<file path="src/rtl/lpc_host_pkg.sv">
// ---------------------------------------------------------------------------
// lpc_host_pkg
// Shared constants for the LPC host cycle engine: START / CYCTYPE / SYNC
// nibble codes, response error codes, FSM state encoding and abort length.
// No ports; imported by lpc_host_xfer and lpc_host_wait_timer.
// ---------------------------------------------------------------------------
package lpc_host_pkg;

    typedef logic [3:0] lpc_state_t;
    typedef logic [1:0] lpc_err_t;

    // START nibbles
    localparam logic [3:0] START_TPM = 4'b0101;
    localparam logic [3:0] START_STD = 4'b0000;

    // SYNC nibbles driven by the peripheral
    localparam logic [3:0] SYNC_READY = 4'b0000;
    localparam logic [3:0] SYNC_SHORT = 4'b0101;
    localparam logic [3:0] SYNC_LONG  = 4'b0110;
    localparam logic [3:0] SYNC_ERR   = 4'b1010;

    // Idle / turnaround / abort drive value
    localparam logic [3:0] LAD_IDLE = 4'b1111;

    // Response error codes
    localparam lpc_err_t ERR_OK      = 2'b00;
    localparam lpc_err_t ERR_SYNC    = 2'b01;
    localparam lpc_err_t ERR_TIMEOUT = 2'b10;
    localparam lpc_err_t ERR_TAR     = 2'b11;

    // FSM state encoding (exported on state_o)
    localparam lpc_state_t ST_IDLE      = 4'd0;
    localparam lpc_state_t ST_START     = 4'd1;
    localparam lpc_state_t ST_CYCTYPE   = 4'd2;
    localparam lpc_state_t ST_ADDR      = 4'd3;
    localparam lpc_state_t ST_WDATA     = 4'd4;
    localparam lpc_state_t ST_TAR_H1    = 4'd5;
    localparam lpc_state_t ST_TAR_H2    = 4'd6;
    localparam lpc_state_t ST_SYNC      = 4'd7;
    localparam lpc_state_t ST_RDATA     = 4'd8;
    localparam lpc_state_t ST_TAR_P1    = 4'd9;
    localparam lpc_state_t ST_TAR_P2    = 4'd10;
    localparam lpc_state_t ST_GAP       = 4'd11;
    localparam lpc_state_t ST_ABORT     = 4'd12;
    localparam lpc_state_t ST_ABORT_END = 4'd13;
    localparam lpc_state_t ST_DONE      = 4'd14;

    // Clocks of LFRAME# low with LAD=1111 during an abort
    localparam int ABORT_LEN = 4;

    // CYCTYPE/DIR nibble: {0, mem, write, 0}
    function automatic logic [3:0] cyctype_nibble(input logic mem, input logic write);
        return {1'b0, mem, write, 1'b0};
    endfunction

endpackage

</file>
<file path="src/rtl/lpc_host_wait_timer.sv">
// ---------------------------------------------------------------------------
// lpc_host_wait_timer
// Counts consecutive short (0101) or long (0110) SYNC wait nibbles. The run
// restarts whenever the wait code changes, and the count is cleared while
// en_i is low (i.e. outside the SYNC phase). timeout_o flags the nibble that
// would exceed SHORT_WAIT_MAX / LONG_WAIT_MAX consecutive waits, in the same
// clock it is sampled, so the FSM can abort without an extra wait cycle.
// Ports:
//   clk_i, nrst_i   clock, asynchronous active-low reset
//   en_i            SYNC phase active; code_i is sampled this clock
//   code_i          LAD nibble sampled from the peripheral
//   timeout_o       current nibble exceeds the wait budget
// ---------------------------------------------------------------------------
module lpc_host_wait_timer
    import lpc_host_pkg::*;
#(
    parameter int SHORT_WAIT_MAX = 8,
    parameter int LONG_WAIT_MAX  = 256
) (
    input  logic       clk_i,
    input  logic       nrst_i,
    input  logic       en_i,
    input  logic [3:0] code_i,
    output logic       timeout_o
);

    localparam int WAIT_MAX = (LONG_WAIT_MAX > SHORT_WAIT_MAX) ? LONG_WAIT_MAX : SHORT_WAIT_MAX;
    // Must hold WAIT_MAX+1, the value seen on the timing-out nibble
    localparam int CW = $clog2(WAIT_MAX + 2);

    logic [CW-1:0] cnt_q;
    logic [CW-1:0] cnt_d;
    logic [CW-1:0] cnt_inc_s;
    logic [3:0]    code_q;
    logic [3:0]    code_d;
    logic          is_short_s;
    logic          is_long_s;

    // Run-length of the current wait code and the timeout decision
    always_comb begin
        is_short_s = (code_i == SYNC_SHORT);
        is_long_s  = (code_i == SYNC_LONG);
        if ((code_i == code_q) && (cnt_q != '0)) begin
            cnt_inc_s = cnt_q + CW'(1);
        end else begin
            cnt_inc_s = CW'(1);
        end
        timeout_o = en_i && ((is_short_s && (cnt_inc_s > CW'(SHORT_WAIT_MAX))) ||
                             (is_long_s  && (cnt_inc_s > CW'(LONG_WAIT_MAX))));
        if (!en_i) begin
            cnt_d  = '0;
            code_d = SYNC_READY;
        end else if (is_short_s || is_long_s) begin
            cnt_d  = cnt_inc_s;
            code_d = code_i;
        end else begin
            cnt_d  = '0;
            code_d = code_i;
        end
    end

    // Wait counter and last-code registers
    always_ff @(posedge clk_i or negedge nrst_i) begin
        if (!nrst_i) begin
            cnt_q  <= '0;
            code_q <= SYNC_READY;
        end else begin
            cnt_q  <= cnt_d;
            code_q <= code_d;
        end
    end

endmodule

</file>
<file path="src/rtl/lpc_host_xfer.sv">
// ---------------------------------------------------------------------------
// lpc_host_xfer
// LPC host cycle engine. Accepts a valid/ready request of 1..MAX_BYTES bytes
// and issues consecutive single-byte LPC I/O or memory cycles with an
// incrementing address, then returns a one-clock response with read data and
// an error code. All LPC pins are registered; their next values are decoded
// from the next-state values so each pin changes exactly on the state edge.
// Ports:
//   clk_i, nrst_i                 clock, asynchronous active-low reset
//   req_valid_i / req_ready_o     request handshake (ready only in IDLE)
//   req_write_i, req_mem_i,
//   req_tpm_i, req_addr_i,
//   req_len_i, req_wdata_i        request fields (len = bytes-1)
//   rsp_valid_o                   one-clock response pulse
//   rsp_rdata_o, rsp_err_o        response, held until next acceptance
//   busy_o, state_o               status / debug
//   lpc_lad_o, lpc_lad_oe_o,
//   lpc_lad_i                     LAD drive, enable and sampled value
//   lpc_lframe_o, lpc_lreset_o    LFRAME#, LRESET# (active low)
// ---------------------------------------------------------------------------
module lpc_host_xfer
    import lpc_host_pkg::*;
#(
    parameter int MEM_ADDR_NIBBLES = 8,
    parameter int IO_ADDR_NIBBLES  = 4,
    parameter int MAX_BYTES        = 4,
    parameter int SHORT_WAIT_MAX   = 8,
    parameter int LONG_WAIT_MAX    = 256,
    localparam int AW    = 4 * MEM_ADDR_NIBBLES,
    localparam int DW    = 8 * MAX_BYTES,
    localparam int LEN_W = (MAX_BYTES > 1) ? $clog2(MAX_BYTES) : 1
) (
    input  logic             clk_i,
    input  logic             nrst_i,
    input  logic             req_valid_i,
    output logic             req_ready_o,
    input  logic             req_write_i,
    input  logic             req_mem_i,
    input  logic             req_tpm_i,
    input  logic [AW-1:0]    req_addr_i,
    input  logic [LEN_W-1:0] req_len_i,
    input  logic [DW-1:0]    req_wdata_i,
    output logic             rsp_valid_o,
    output logic [DW-1:0]    rsp_rdata_o,
    output logic [1:0]       rsp_err_o,
    output logic             busy_o,
    output logic [3:0]       state_o,
    output logic [3:0]       lpc_lad_o,
    output logic             lpc_lad_oe_o,
    input  logic [3:0]       lpc_lad_i,
    output logic             lpc_lframe_o,
    output logic             lpc_lreset_o
);

    localparam int IO_W    = 4 * IO_ADDR_NIBBLES;
    localparam int NIB_MAX = (MEM_ADDR_NIBBLES > ABORT_LEN) ? MEM_ADDR_NIBBLES : ABORT_LEN;
    localparam int NIB_W   = $clog2(NIB_MAX);
    // I/O cycles increment and wrap only within the bits actually sent
    localparam logic [AW-1:0] IO_MASK = AW'((64'd1 << IO_W) - 64'd1);

    lpc_state_t       state_q, state_d;
    logic [NIB_W-1:0] nib_q, nib_d;
    logic [LEN_W-1:0] byte_q, byte_d;
    logic [LEN_W-1:0] len_q, len_d;
    logic [AW-1:0]    addr_q, addr_d;
    logic [DW-1:0]    wdata_q, wdata_d;
    logic             write_q, write_d;
    logic             mem_q, mem_d;
    logic             tpm_q, tpm_d;
    lpc_err_t         err_q, err_d;
    logic [DW-1:0]    rdata_q, rdata_d;

    logic [3:0]       lad_q, lad_d;
    logic             oe_q, oe_d;
    logic             lframe_q, lframe_d;
    logic             lreset_q;
    logic             ready_q;
    logic             rsp_valid_q;
    logic             busy_q;

    logic             sync_active_s;
    logic             wait_timeout_s;
    logic [AW-1:0]    addr_inc_s;
    logic [AW-1:0]    addr_next_s;
    logic [LEN_W+2:0] rd_shift_s;
    lpc_state_t       data_state_s;

    lpc_host_wait_timer #(
        .SHORT_WAIT_MAX (SHORT_WAIT_MAX),
        .LONG_WAIT_MAX  (LONG_WAIT_MAX)
    ) u_wait_timer (
        .clk_i     (clk_i),
        .nrst_i    (nrst_i),
        .en_i      (sync_active_s),
        .code_i    (lpc_lad_i),
        .timeout_o (wait_timeout_s)
    );

    // Helper values: address stepping, read-data nibble slot, post-SYNC state
    always_comb begin
        sync_active_s = (state_q == ST_SYNC);
        addr_inc_s    = addr_q + AW'(1);
        if (mem_q) begin
            addr_next_s = addr_inc_s;
        end else begin
            addr_next_s = (addr_q & ~IO_MASK) | (addr_inc_s & IO_MASK);
        end
        rd_shift_s = {byte_q, nib_q[0], 2'b00};
        if (write_q) begin
            data_state_s = ST_TAR_P1;
        end else begin
            data_state_s = ST_RDATA;
        end
    end

    // Next-state and datapath update
    always_comb begin
        state_d = state_q;
        nib_d   = nib_q;
        byte_d  = byte_q;
        len_d   = len_q;
        addr_d  = addr_q;
        wdata_d = wdata_q;
        write_d = write_q;
        mem_d   = mem_q;
        tpm_d   = tpm_q;
        err_d   = err_q;
        rdata_d = rdata_q;
        case (state_q)
            ST_IDLE: begin
                if (req_valid_i && ready_q) begin
                    state_d = ST_START;
                    nib_d   = '0;
                    byte_d  = '0;
                    len_d   = req_len_i;
                    addr_d  = req_addr_i;
                    wdata_d = req_wdata_i;
                    write_d = req_write_i;
                    mem_d   = req_mem_i;
                    tpm_d   = req_tpm_i;
                    err_d   = ERR_OK;
                    rdata_d = '0;
                end else begin
                    state_d = ST_IDLE;
                end
            end
            ST_START: state_d = ST_CYCTYPE;
            ST_CYCTYPE: begin
                state_d = ST_ADDR;
                if (mem_q) begin
                    nib_d = NIB_W'(MEM_ADDR_NIBBLES - 1);
                end else begin
                    nib_d = NIB_W'(IO_ADDR_NIBBLES - 1);
                end
            end
            ST_ADDR: begin
                if (nib_q == '0) begin
                    if (write_q) begin
                        state_d = ST_WDATA;
                    end else begin
                        state_d = ST_TAR_H1;
                    end
                end else begin
                    nib_d = nib_q - NIB_W'(1);
                end
            end
            ST_WDATA: begin
                if (nib_q[0]) begin
                    state_d = ST_TAR_H1;
                    nib_d   = '0;
                end else begin
                    nib_d = NIB_W'(1);
                end
            end
            ST_TAR_H1: state_d = ST_TAR_H2;
            ST_TAR_H2: state_d = ST_SYNC;
            ST_SYNC: begin
                nib_d = '0;
                case (lpc_lad_i)
                    SYNC_READY: state_d = data_state_s;
                    // Error SYNC still completes the data phase of this byte
                    SYNC_ERR: begin
                        err_d   = ERR_SYNC;
                        state_d = data_state_s;
                    end
                    SYNC_SHORT, SYNC_LONG: begin
                        if (wait_timeout_s) begin
                            err_d   = ERR_TIMEOUT;
                            state_d = ST_ABORT;
                        end else begin
                            state_d = ST_SYNC;
                        end
                    end
                    default: begin
                        err_d   = ERR_TIMEOUT;
                        state_d = ST_ABORT;
                    end
                endcase
            end
            ST_RDATA: begin
                rdata_d = (rdata_q & ~(DW'(4'hF) << rd_shift_s)) | (DW'(lpc_lad_i) << rd_shift_s);
                if (nib_q[0]) begin
                    state_d = ST_TAR_P1;
                    nib_d   = '0;
                end else begin
                    nib_d = NIB_W'(1);
                end
            end
            // Peripheral must release LAD to 1111; anything else is flagged, not aborted
            ST_TAR_P1: begin
                state_d = ST_TAR_P2;
                if (lpc_lad_i != LAD_IDLE) begin
                    err_d = ERR_TAR;
                end else begin
                    err_d = err_q;
                end
            end
            ST_TAR_P2: begin
                if ((err_q != ERR_OK) || (byte_q == len_q)) begin
                    state_d = ST_DONE;
                end else begin
                    state_d = ST_GAP;
                    byte_d  = byte_q + LEN_W'(1);
                    addr_d  = addr_next_s;
                end
            end
            ST_GAP: state_d = ST_START;
            ST_ABORT: begin
                if (nib_q == NIB_W'(ABORT_LEN - 1)) begin
                    state_d = ST_ABORT_END;
                    nib_d   = '0;
                end else begin
                    nib_d = nib_q + NIB_W'(1);
                end
            end
            ST_ABORT_END: state_d = ST_DONE;
            ST_DONE:      state_d = ST_IDLE;
            default:      state_d = ST_IDLE;
        endcase
    end

    // LAD / LFRAME# / OE decode for the state being entered
    always_comb begin
        lad_d    = LAD_IDLE;
        oe_d     = 1'b0;
        lframe_d = 1'b1;
        case (state_d)
            ST_START: begin
                lframe_d = 1'b0;
                oe_d     = 1'b1;
                if (tpm_d) begin
                    lad_d = START_TPM;
                end else begin
                    lad_d = START_STD;
                end
            end
            ST_CYCTYPE: begin
                oe_d  = 1'b1;
                lad_d = cyctype_nibble(mem_d, write_d);
            end
            ST_ADDR: begin
                oe_d  = 1'b1;
                lad_d = 4'(addr_d >> {nib_d, 2'b00});
            end
            ST_WDATA: begin
                oe_d  = 1'b1;
                lad_d = 4'(wdata_d >> {byte_d, nib_d[0], 2'b00});
            end
            ST_TAR_H1: begin
                oe_d  = 1'b1;
                lad_d = LAD_IDLE;
            end
            ST_ABORT: begin
                lframe_d = 1'b0;
                oe_d     = 1'b1;
                lad_d    = LAD_IDLE;
            end
            default: begin
                lad_d    = LAD_IDLE;
                oe_d     = 1'b0;
                lframe_d = 1'b1;
            end
        endcase
    end

    // State, datapath and registered output flops
    always_ff @(posedge clk_i or negedge nrst_i) begin
        if (!nrst_i) begin
            state_q     <= ST_IDLE;
            nib_q       <= '0;
            byte_q      <= '0;
            len_q       <= '0;
            addr_q      <= '0;
            wdata_q     <= '0;
            write_q     <= 1'b0;
            mem_q       <= 1'b0;
            tpm_q       <= 1'b0;
            err_q       <= ERR_OK;
            rdata_q     <= '0;
            lad_q       <= LAD_IDLE;
            oe_q        <= 1'b0;
            lframe_q    <= 1'b1;
            lreset_q    <= 1'b0;
            ready_q     <= 1'b0;
            rsp_valid_q <= 1'b0;
            busy_q      <= 1'b0;
        end else begin
            state_q     <= state_d;
            nib_q       <= nib_d;
            byte_q      <= byte_d;
            len_q       <= len_d;
            addr_q      <= addr_d;
            wdata_q     <= wdata_d;
            write_q     <= write_d;
            mem_q       <= mem_d;
            tpm_q       <= tpm_d;
            err_q       <= err_d;
            rdata_q     <= rdata_d;
            lad_q       <= lad_d;
            oe_q        <= oe_d;
            lframe_q    <= lframe_d;
            lreset_q    <= 1'b1;
            ready_q     <= (state_d == ST_IDLE);
            rsp_valid_q <= (state_d == ST_DONE);
            busy_q      <= (state_d != ST_IDLE);
        end
    end

    assign req_ready_o  = ready_q;
    assign rsp_valid_o  = rsp_valid_q;
    assign rsp_rdata_o  = rdata_q;
    assign rsp_err_o    = err_q;
    assign busy_o       = busy_q;
    assign state_o      = state_q;
    assign lpc_lad_o    = lad_q;
    assign lpc_lad_oe_o = oe_q;
    assign lpc_lframe_o = lframe_q;
    assign lpc_lreset_o = lreset_q;

endmodule

</file>
<file path="config.mk">
export PLATFORM = sky130hd
export DESIGN_NAME = lpc_host_xfer
export DESIGN_NICKNAME = d
export VERILOG_FILES = /design/src/rtl/lpc_host_pkg.sv /design/src/rtl/lpc_host_wait_timer.sv /design/src/rtl/lpc_host_xfer.sv
export SDC_FILE = /design/constraint.sdc
export NUM_CORES = 1
export LEC_CHECK = 0
export ABC_AREA = 1
export CAP_MARGIN = 20
export CORE_ASPECT_RATIO = 1.2
export CORE_MARGIN = 4
export CORE_UTILIZATION = 25
export CTS_CLUSTER_SIZE = 10
export DETAILED_ROUTE_END_ITERATION = 8
export GPL_TIMING_DRIVEN = 0
export HOLD_SLACK_MARGIN = 0.08
export PLACE_DENSITY = 0.53
export SYNTH_ARGS = -nofsm -noshare
export SYNTH_HDL_FRONTEND = slang
export SYNTH_HIERARCHICAL = 1
export SYNTH_SLANG_ARGS = --single-unit
</file>
<file path="constraint.sdc">
create_clock -name clk_i -period 2.71 [get_ports clk_i]
set_input_delay 0.271 -clock clk_i [delete_from_list [all_inputs] [get_ports clk_i]]
set_output_delay 0.271 -clock clk_i [all_outputs]
set_load 0.02 [all_outputs]
</file>
==> impl_results.md <==
- Period minus WS final: between 2 and 3 ns
- Share of cells above drive strength 1: 0.159
- Overall Power: 13.0 mW
- Maximum VDD drop: 552 uV
- Hold Crit Depth: 3
- DP Area: 9990 um2
- Num CTS Buffers: 17
- Drc violations: 0
- Cell area after layout: 10,900 um2
- Fin. Hold Viols: 0
- Die Footprint: 35,900 um2
- Initial antenna violation count: 0
- Worst R2R End: lpc_lad_o[0]$_DFF_PN1_
- Gpl congestion: 0.887
- Req. time, crit path: 3.08 ns
- CP Capture Type: register
- Top Ports: 124
- H-tree depth: 4
- Syn nets: 1,228
- Average routed wire per standard cell: 16.5 um
- Via Count: 8,046
- Die height: 207 um
- Status: finished, final reports clean
- Pre-antenna DRT Iters: 5
- Most used cell, CP: nand2_1
- Worst path arrival time: 3.02 ns
- RSZ-0062 raised after global routing: yes
- Post-synth cell types: 45
- Setup slack, reg-to-reg: 0.06 ns
- Post-synth EDFFs: 0
- Cells after Synth: 1,146
- Final nets: about 1,400
- P per Cell Area: around 1200 nW/um2
- Antenna Nets Post-Route: 0
- Synth Area per Inst: around 7.2 um2
- Critical Path Source Type: register
- Final WL: 28.5 mm
- Top cell type's share of synthesized area: 0.396
- GRT Util Overall: 0.160
- Vias in the first global route: about 8,300
- Crit path from: nib_q[0]$_DFF_PN0_
- Starting Density: 0.254
- CP Max Fanout: 10
- Yosys reg bits: 135
- CTS tree: built
- CORE AREA: 32,300 um2
- Setup crit end: lpc_lad_o[0]$_DFF_PN1_
- YS warnings: 6
- Area grow syn2layout: 33.2%
- Max Slew Vio Count: 0
- Max-cap violations: 0
- Post-synthesis sequential area ratio: 0.412
- Cells taking the most area after synthesis: dfrtp_1 40%, nand2_1 16%, inv_1 6.2%, o21ai_0 5.7%, nand3_1 4.8%
- Hold Path Class: primary input to register
- 1st-iter DRT viols: between 500 and 600
- CP peak stage delay: 0.47 ns
- Synthesized area: 8220 um2
- Clk_skew: around 0.016 ns
- Max_slew headroom: 0.350
- Largest net degree at the start of global routing: 82
- Top FF cell, synth: dfrtp_1
- Worst-case reg-to-reg path depth: 15
- CP cell instances: inv_1 -> ha_1 -> nand2_1 -> nand2_4 -> nand3_1 -> nand2_1 -> nand3_2 -> buf_6 -> buf_2 -> nand3_1 -> nand2_1 -> nand2_1 -> nand2_1 -> nand2_1 -> nand2_2
- Post-synth top cells: 350 x nand2_1, 136 x inv_1, 130 x dfrtp_1
- Clk_lat worst skew: around 0.43 ns
- HPWL Detailed: ~21 mm
- Fmax: 377 MHz
- Max clock buf depth: 2
- Clock-pin slew on the worst setup and hold paths: 0.07 ns
- Root buffer cell: clkbuf_16
- I/O Buffers: around 120
- Pleak: between 5 and 6 nW
- Vias per Instance: 4.66
- Worst-Margin Slew: 0.975 ns
- Global route total overflow: 0
- RR Startpoint: nib_q[0]$_DFF_PN0_
- Slowest CP cell: dfrtp_1
- Final count of negative-setup-slack endpoints: 0
- First-pass GRT wire length: 45.0 mm
- Row cnt: 72
- Sink Count: 135
- Leading area contributor after synthesis: dfrtp_1
- Synth async-reset ratio: 1.00
- Period utilization: 0.978
- Die Wd: ~170 um
- Count leader, synth: nand2_1
- CP Class: register to register
-- stage by stage --
step	util	worst slack, ns	hold WS (ns)	TNS [ns]	std cells
3_3_place_gp	0.308	-4.67	0.461	-623.13	1676
3_5_place_dp	0.309	-0.854	0.309	-4.74	1677
4_1_cts	0.334	-0.0453	0.279	-0.0982	1723
6_report	0.338	0.0610	0.185	0	1725
2_1_floorplan	-	0.353	-0.0246	0	1146
5_1_grt	0.338	-0.0864	0.197	-0.530	1724
-- layout make-up --
class	count	area (um2)
Inverter	154	581
Multi-Input combinational cell	828	4250
Timing Repair Buffer	140	1390
Tap cell	407	509
Antenna cell	1	2.50
Clock buffer	18	429
Clock inverter	13	218
Sequential cell	135	3390
Buffer	29	178
Fill cell	3389	21400
-- registers in the layout, summed over array words and instances, names as in the netlist, 2 cells and up --
signal and count:
addr_q 32, byte_q 2, len_q 2, lpc_lad_o 4
nib_q 3, rsp_err_o 2, rsp_rdata_o 32, state_o 4
u_wait_timer/cnt_q 9, u_wait_timer/code_q 4, wdata_q 32
-- layer usage --
| layer | vias to the layer above | track usage | share of wire |
|---|---|---|---|
| met3 | 49 | 0.0251 | 0.039 |
| met5 | - | 0 | 0 |
| met4 | 0 | 0.0639 | 0.036 |
| met1 | 3791 | 0.192 | 0.43 |
| met2 | 184 | 0.289 | 0.49 |
| li1 | 4022 | - | - |
-- worst min-delay path by stage --
stage / startpoint / to / slack [ns]
finish: lpc_lad_i[3] / u_wait_timer/code_q[3]$_DFF_PN0_ / 0.19
global route: lpc_lad_i[3] / u_wait_timer/code_q[3]$_DFF_PN0_ / 0.20
CTS: lpc_lad_i[2] / u_wait_timer/code_q[2]$_DFF_PN0_ / 0.28
detailed placement: nrst_i / addr_q[18]$_DFF_PN0_ / 0.31
global placement: tpm_q$_DFF_PN0_ / tpm_q$_DFF_PN0_ / 0.46
floorplan: nrst_i / addr_q[0]$_DFF_PN0_ / -0.02
-- logic make-up after synthesis --
family / Yosys count / share of synthesized area
adders and majority gates: 6 / 0.00913
other: 1 / 0.000456
buffers and inverters: 183 / 0.0916
muxes: 8 / 0.00974
and+or+nand+nor: 631 / 0.345
AOI/OAI and AO/OA: 180 / 0.130
DFF: 135 / 0.412
xor gates and xnor gates: 2 / 0.00213
-- where the power goes --
| group | leakage [nW] | internal [mW] | switching (mW) |
|---|---|---|---|
| Sequential | 1.72 | 2.88 | 0.631 |
| Combinational | 2.97 | 2.52 | 4.32 |
| Clock | 0.314 | 1.65 | 0.991 |
-- worst max-delay path, delay by kind of cell (launching register included) --
kind / cells / cell delay, ns
AND/OR/NAND/NOR: 11 / 1.12
buffers and inverters: 3 / 0.70
flip-flops: 1 / 0.47
adder cells (fa/ha/maj): 1 / 0.27
-- placed cells by master, fill, tap and decap left out, drive strengths merged, types with 2 or more instances in the layout --
cell	instances
dfstp	5
a221oi	8
mux2i	8
nor2	105
dlygate4sd2	3
o21a	3
dfrtp	130
a21boi	11
bufinv	5
nor3	21
inv	158
a21oi	27
o21ai	103
clkbuf	27
clkinv	3
nand3	85
o31ai	2
nor4	2
buf	37
nand2	365
a22oi	8
or2	29
clkdlybuf4s50	118
o211ai	16
ha	6
and2	2
nand4	21
-- repair_timing --
| item | in CTS | in global routing |
|---|---|---|
| buffers inserted | 14 | 1 |
| gates resized for setup | 25 | 43 |
| hold endpoints to repair | 50 | 0 |
| endpoints found under the setup margin | 5 | 15 |
| pin swaps | 22 | 18 |
| hold buffers | 1 | 0 |
Power figures use the tool's default switching activity.
